==> config.mk <==
export PLATFORM = sky130hd
export DESIGN_NAME = cube_bus_capture
export DESIGN_NICKNAME = d
export VERILOG_FILES = /design/src/rtl/cube_bus_capture.sv
export SDC_FILE = /design/constraint.sdc
export NUM_CORES = 2
export LEC_CHECK = 0
export BUFFER_PORTS_ARGS = -buffer_cell sky130_fd_sc_hd__buf_2
export CORE_UTILIZATION = 30
export DETAILED_ROUTE_END_ITERATION = 6
export GPL_ROUTABILITY_DRIVEN = 0
export PLACE_DENSITY_LB_ADDON = 0.1
export SLEW_MARGIN = 10
export SYNTH_ARGS = -nofsm -noshare
export SYNTH_HDL_FRONTEND = slang
export SYNTH_SLANG_ARGS = --single-unit
==> constraint.sdc <==
create_clock -name clk -period 6.9 [get_ports clk]
set_input_delay 0.345 -clock clk [delete_from_list [all_inputs] [get_ports clk]]
set_output_delay 0.345 -clock clk [all_outputs]
set_load 0.01 [all_outputs]
==> src/rtl/cube_bus_capture.sv <==
// Observer for the LED cube drive bus. It models the row latches and layer
// enables, rebuilds the 8x8x8 frame and serves a snapshot as a framed byte
// stream: a header byte, then 64 bytes ordered layer-major.
module cube_bus_capture #(
  parameter logic [7:0]  HEADER_BYTE = 8'hA5,
  parameter int unsigned FRAME_CNT_W = 16
) (
  input  logic                   clk,
  input  logic                   rst_n,
  input  logic [7:0]             layers_in,
  input  logic [7:0]             latches_in,
  input  logic [7:0]             data_in,
  input  logic                   rd_req,
  input  logic                   err_clr,
  output logic [7:0]             tx_data,
  output logic                   tx_valid,
  input  logic                   tx_ready,
  output logic                   busy,
  output logic                   frame_done,
  output logic [FRAME_CNT_W-1:0] frame_count,
  output logic                   layer_err
);

  typedef enum logic [1:0] {IDLE, HDR, DATA} state_e;

  state_e                 state_q, state_d;
  logic [5:0]             k_q, k_d;
  logic [7:0]             tx_data_q, tx_data_d;
  logic [7:0]             latches_prev_q, layers_prev_q;
  logic [7:0]             row_q  [8];
  logic [7:0]             mem_q  [8][8];
  logic [7:0]             snap_q [8][8];
  logic [7:0]             seen_q;
  logic                   err_q, frame_done_q;
  logic [FRAME_CNT_W-1:0] frame_count_q;

  logic       layer_any, layer_onehot, layer_multi;
  logic       commit, complete, busy_w;
  logic [2:0] idx;
  logic [7:0] seen_set;
  logic [5:0] k_next;

  assign layer_any    = (layers_in != 8'd0);
  assign layer_onehot = layer_any && ((layers_in & (layers_in - 8'd1)) == 8'd0);
  assign layer_multi  = layer_any && !layer_onehot;
  // A layer only commits when the enable changes, so a held layer does not
  // keep rewriting memory.
  assign commit       = layer_onehot && (layers_in != layers_prev_q);
  assign seen_set     = seen_q | (8'd1 << idx);
  assign complete     = commit && (seen_set == 8'hFF);
  assign busy_w       = (state_q != IDLE);
  assign k_next       = k_q + 6'd1;

  // Encode the index of the enabled layer (meaningful only when one-hot).
  always_comb begin
    // NOTE: every combinational output gets a default before any branch so no latch is inferred.
    idx = 3'd0;
    for (int i = 0; i < 8; i++) begin
      if (layers_in[i]) idx = 3'(i);
    end
  end

  // Edge-detect history and row latches: a rising latch clock captures data_in.
  always_ff @(posedge clk or negedge rst_n) begin
    if (!rst_n) begin
      latches_prev_q <= 8'd0;
      layers_prev_q  <= 8'd0;
      for (int i = 0; i < 8; i++) row_q[i] <= 8'd0;
    end else begin
      // NOTE: state uses non-blocking assignments so every register sees pre-edge values.
      latches_prev_q <= latches_in;
      layers_prev_q  <= layers_in;
      for (int i = 0; i < 8; i++) begin
        if (latches_in[i] && !latches_prev_q[i]) row_q[i] <= data_in;
      end
    end
  end

  // Layer memory and readback snapshot; the snapshot freezes while a packet is out.
  always_ff @(posedge clk or negedge rst_n) begin
    if (!rst_n) begin
      // NOTE: these arrays are reset because a readback straight after reset must return zeros.
      for (int l = 0; l < 8; l++) begin
        for (int r = 0; r < 8; r++) begin
          mem_q[l][r]  <= 8'd0;
          snap_q[l][r] <= 8'd0;
        end
      end
    end else begin
      if (commit) begin
        for (int r = 0; r < 8; r++) mem_q[idx][r] <= row_q[r];
      end
      if (complete && !busy_w) begin
        for (int l = 0; l < 8; l++) begin
          for (int r = 0; r < 8; r++) begin
            snap_q[l][r] <= (3'(l) == idx) ? row_q[r] : mem_q[l][r];
          end
        end
      end
    end
  end

  // Frame bookkeeping and the sticky multi-hot error flag.
  always_ff @(posedge clk or negedge rst_n) begin
    if (!rst_n) begin
      seen_q        <= 8'd0;
      err_q         <= 1'b0;
      frame_done_q  <= 1'b0;
      frame_count_q <= '0;
    end else begin
      frame_done_q <= complete;
      if (complete) begin
        seen_q        <= 8'd0;
        frame_count_q <= frame_count_q + FRAME_CNT_W'(1);
      end else if (commit) begin
        seen_q <= seen_set;
      end
      if (layer_multi)  err_q <= 1'b1;
      else if (err_clr) err_q <= 1'b0;
    end
  end

  // Readback FSM state register.
  always_ff @(posedge clk or negedge rst_n) begin
    if (!rst_n) begin
      state_q   <= IDLE;
      k_q       <= 6'd0;
      tx_data_q <= 8'd0;
    end else begin
      state_q   <= state_d;
      k_q       <= k_d;
      tx_data_q <= tx_data_d;
    end
  end

  // Readback FSM next state; tx_data only moves on an accept, so it holds under backpressure.
  always_comb begin
    state_d   = state_q;
    k_d       = k_q;
    tx_data_d = tx_data_q;
    case (state_q)
      IDLE: begin
        if (rd_req) begin
          state_d   = HDR;
          tx_data_d = HEADER_BYTE;
        end
      end
      HDR: begin
        if (tx_ready) begin
          state_d   = DATA;
          k_d       = 6'd0;
          tx_data_d = snap_q[0][0];
        end
      end
      DATA: begin
        if (tx_ready) begin
          if (k_q == 6'd63) begin
            state_d   = IDLE;
            k_d       = 6'd0;
            tx_data_d = 8'd0;
          end else begin
            k_d       = k_next;
            tx_data_d = snap_q[k_next[5:3]][k_next[2:0]];
          end
        end
      end
      default: state_d = IDLE;
    endcase
  end

  assign tx_data     = tx_data_q;
  assign tx_valid    = busy_w;
  assign busy        = busy_w;
  assign frame_done  = frame_done_q;
  assign frame_count = frame_count_q;
  assign layer_err   = err_q;

endmodule

==> metrics <==
DRC viols 0; CP endpoint kind flop; Final Util 34.2%; Worst-path clk slew 0.06 ns; row count 152; vias in the first global route 33000; cell taking the most area after synthesis dfrtp_1; critical path class flop to flop; critical-path cell list ha_1 > nand3_1 > xnor2_2 > buf_12 > nand2_1 > o221ai_1 > a21oi_1 > a22o_1 > a21oi_1 > a21o_1; IO Port Bufs 56; Final nets 4235; Sink Count 1146; fin. max-slew vios 0; DR vias 32300; I/O pins 57; die area 175000 um^2; largest net degree at the start of global routing 233; Clock Latency Late Sink 0.76 ns; initial antenna violation count 7; core area 172000 um^2; Post-synth EDFFs 0; via density per instance 4.88; layout cell share with drive strength beyond 1 24.2%; Routed WL per cell 24.2 um; fillers 17200; Detailed Route WL 160000 um; slew margin rel. 24.3%; CP Data Required Time 7.58 ns; worst-margin pin slew 1.14 ns; Synth Warn # 0; cts bufs inserted 138; largest driver fanout on the critical path 104; final hold vios 0; clock skew 0.0284 ns; status finished, final reports clean; static leakage 25.2 nW; number of max-cap violations 0; Max Root-Sink Buffers 3; Critical Path Slowest Stage Cell dfrtp_1; min cycle time layout 4.60 ns; syn_nets 4369; CTS tree done; fmax 218 MHz; Iter 0 DRT Violations 1929; cell mode on critical path a21oi_1; Final Setup Violations 0; root buffer cell clkbuf_16; post-synthesis area per instance 12.0 um^2; Yosys top cell area share 55.0%; RSZ-0062 raised after global routing false; DP Wirelength 88900 um; Setup Buffers After CTS 0; VDD IR max 251 uV; Hold Crit Class input pin to flop; Seq cells post-synth 1146; number of routed nets with antenna violations 0; Tcrit/Tclk final 66.6%; Initial Util 30.3%; Synth Instances 4333; CP Launch Type flop; WHS 0.0653 ns; total grt overflow 0; First-pass DRT Iterations 5; synth unique cells 57; Synth area leaders dfrtp_1 55%, mux2_2 12%, mux2i_1 10%; Seq/Total Area, Yosys 55.0%; gr usage total 18.6%; Die Span X 419 um; crit-path max cell delay 0.77 ns; asr flop ratio synth 100%; H-tree depth 4; Die H 419 um; synthesized cell area 52100 um^2; area grow syn2layout 12.9%; first-pass GRT wire length 238000 um; Primary FF master, synth dfrtp_1; setup TNS 0 ns; Power Density 279 nW/um^2; CP arrival 5.27 ns
-- flip-flops by register name, indices dropped and copies added, names as in the netlist --
signal	flops
row_q	64
k_q	6
layer_err	1
frame_done	1
snap_q	512
latches_prev_q	8
tx_data	8
state_q	2
frame_count	16
mem_q	512
layers_prev_q	8
seen_q	8
-- logic make-up after synthesis --
kind of cell,Yosys count,synth area share [%]
multiplexers,1204,26.5
flip-flops,1146,55.0
AND/OR/NAND/NOR,848,6.61
AO/OA/AOI/OAI,659,6.94
buffers and inverters,436,4.15
XOR/XNOR,31,0.521
adder cells (fa/ha/maj),9,0.209
-- cells in the mapped netlist, drive strengths merged, types with 2 or more instances --
master / instances
o221a: 2
a31oi: 14
or2: 2
o41ai: 2
nor3: 11
mux2i: 542
nand2b: 4
mux4: 84
o221ai: 17
xor2: 24
nand2: 676
clkbuf: 220
nand3: 54
a22o: 6
mux2: 578
nor2b: 13
or3: 2
inv: 10
nor4: 5
xnor2: 7
and3: 27
ha: 7
dfrtp: 1146
and2: 7
a31o: 3
a221oi: 5
o21bai: 3
o31ai: 2
maj3: 2
nand4: 5
a21oi: 30
a211oi: 2
a32oi: 6
nor2: 39
a311oi: 8
a2111oi: 2
buf: 205
o21ai: 528
a21o: 3
a22oi: 20
-- cell type report --
class / instances / area [um^2] / share of cell area (%)
timing repair buffer: 151 / 1270 / 2.16
tap: 2310 / 2890 / 4.91
clock buffer: 216 / 4230 / 7.18
sequential: 1146 / 28700 / 48.8
antenna: 1 / 2.50 / 0.00425
multi-input combinational: 2751 / 21500 / 36.5
clock inverter: 26 / 231 / 0.394
inverter: 11 / 41.3 / 0.0702
-- what timing repair did --
item,4_1_cts,5_1_grt
endpoints found under the hold margin,118,0
gates resized for setup,0,0
hold buffers,17,0
endpoints found under the setup margin,0,0
-- final timing paths --
check	from	endpoint	slack (ns)	depth (start not counted)
worst min register to register	snap_q[367]	snap_q[367]	0.48	2
worst max-delay path	k_q[0]	tx_data[4]	2.30	10
worst min-delay path	layers_in[7]	layers_prev_q[7]	0.07	1
worst max register to register	k_q[0]	tx_data[4]	2.30	10
max in group asynchronous	rst_n	mem_q[423]	4.92	4
min in group asynchronous	rst_n	latches_prev_q[4]	0.17	2
-- routing by layer --
metal / GRT usage, % / part of all wire, %
met1: 26.4 / 48
met2: 29.5 / 46
met3: 2.70 / 3.0
met4: 4.77 / 2.3
met5: 0 / 0.0081
-- cells in the final DEF (no fill, tap or decap), types with 4 or more instances in the layout --
cell / n
inv_1: 10
nor2b_1: 6
nand3_1: 54
nor4_1: 5
a21oi_1: 30
and3_1: 20
dlygate4sd3_1: 17
clkbuf_8: 33
mux2i_1: 542
a311oi_1: 8
nor2b_2: 4
xor2_1: 22
o21ai_1: 401
o21ai_0: 126
a22oi_1: 20
ha_1: 7
a32oi_1: 6
mux4_2: 84
buf_12: 18
a22o_1: 6
nor3_1: 8
clkinv_2: 17
a31oi_1: 14
clkbuf_1: 38
dfrtp_1: 1146
clkbuf_16: 145
buf_4: 61
a221oi_1: 5
nand2_1: 676
mux2_2: 578
and2_1: 4
buf_2: 54
and3_4: 7
nand4_1: 5
nor2_1: 34
xnor2_1: 4
o221ai_1: 17
-- critical path, delay by kind of cell (launching register included) --
family                   cells  cell delay, ns
AO/OA/AOI/OAI                5            1.26
AND/OR/NAND/NOR              2            1.02
flip-flops                   1            0.77
buffers and inverters        1            0.68
adder cells (fa/ha/maj)      1            0.41
XOR/XNOR                     1            0.33
-- power breakdown --
| group | total (mW) | switching (mW) | internal [mW] |
|---|---|---|---|
| clock network | 7.24 | 2.97 | 4.27 |
| registers | 7.53 | 0.465 | 7.07 |
| logic | 1.62 | 0.999 | 0.623 |
| total | 16.4 | 4.43 | 12.0 |
-- metrics by stage --
stage	setup WS (ns)	total power, mW	std cells	area [um^2]
4_1_cts	2.14	16.7	6611	58800
3_3_place_gp	2.15	9.31	6352	54200
6_report	2.30	16.4	6612	58800
3_5_place_dp	2.07	9.32	6352	54200
5_1_grt	2.06	17.1	6612	58800
2_1_floorplan	4.11	8.40	4333	52100
No activity file was read; power rests on OpenSTA's default activity.
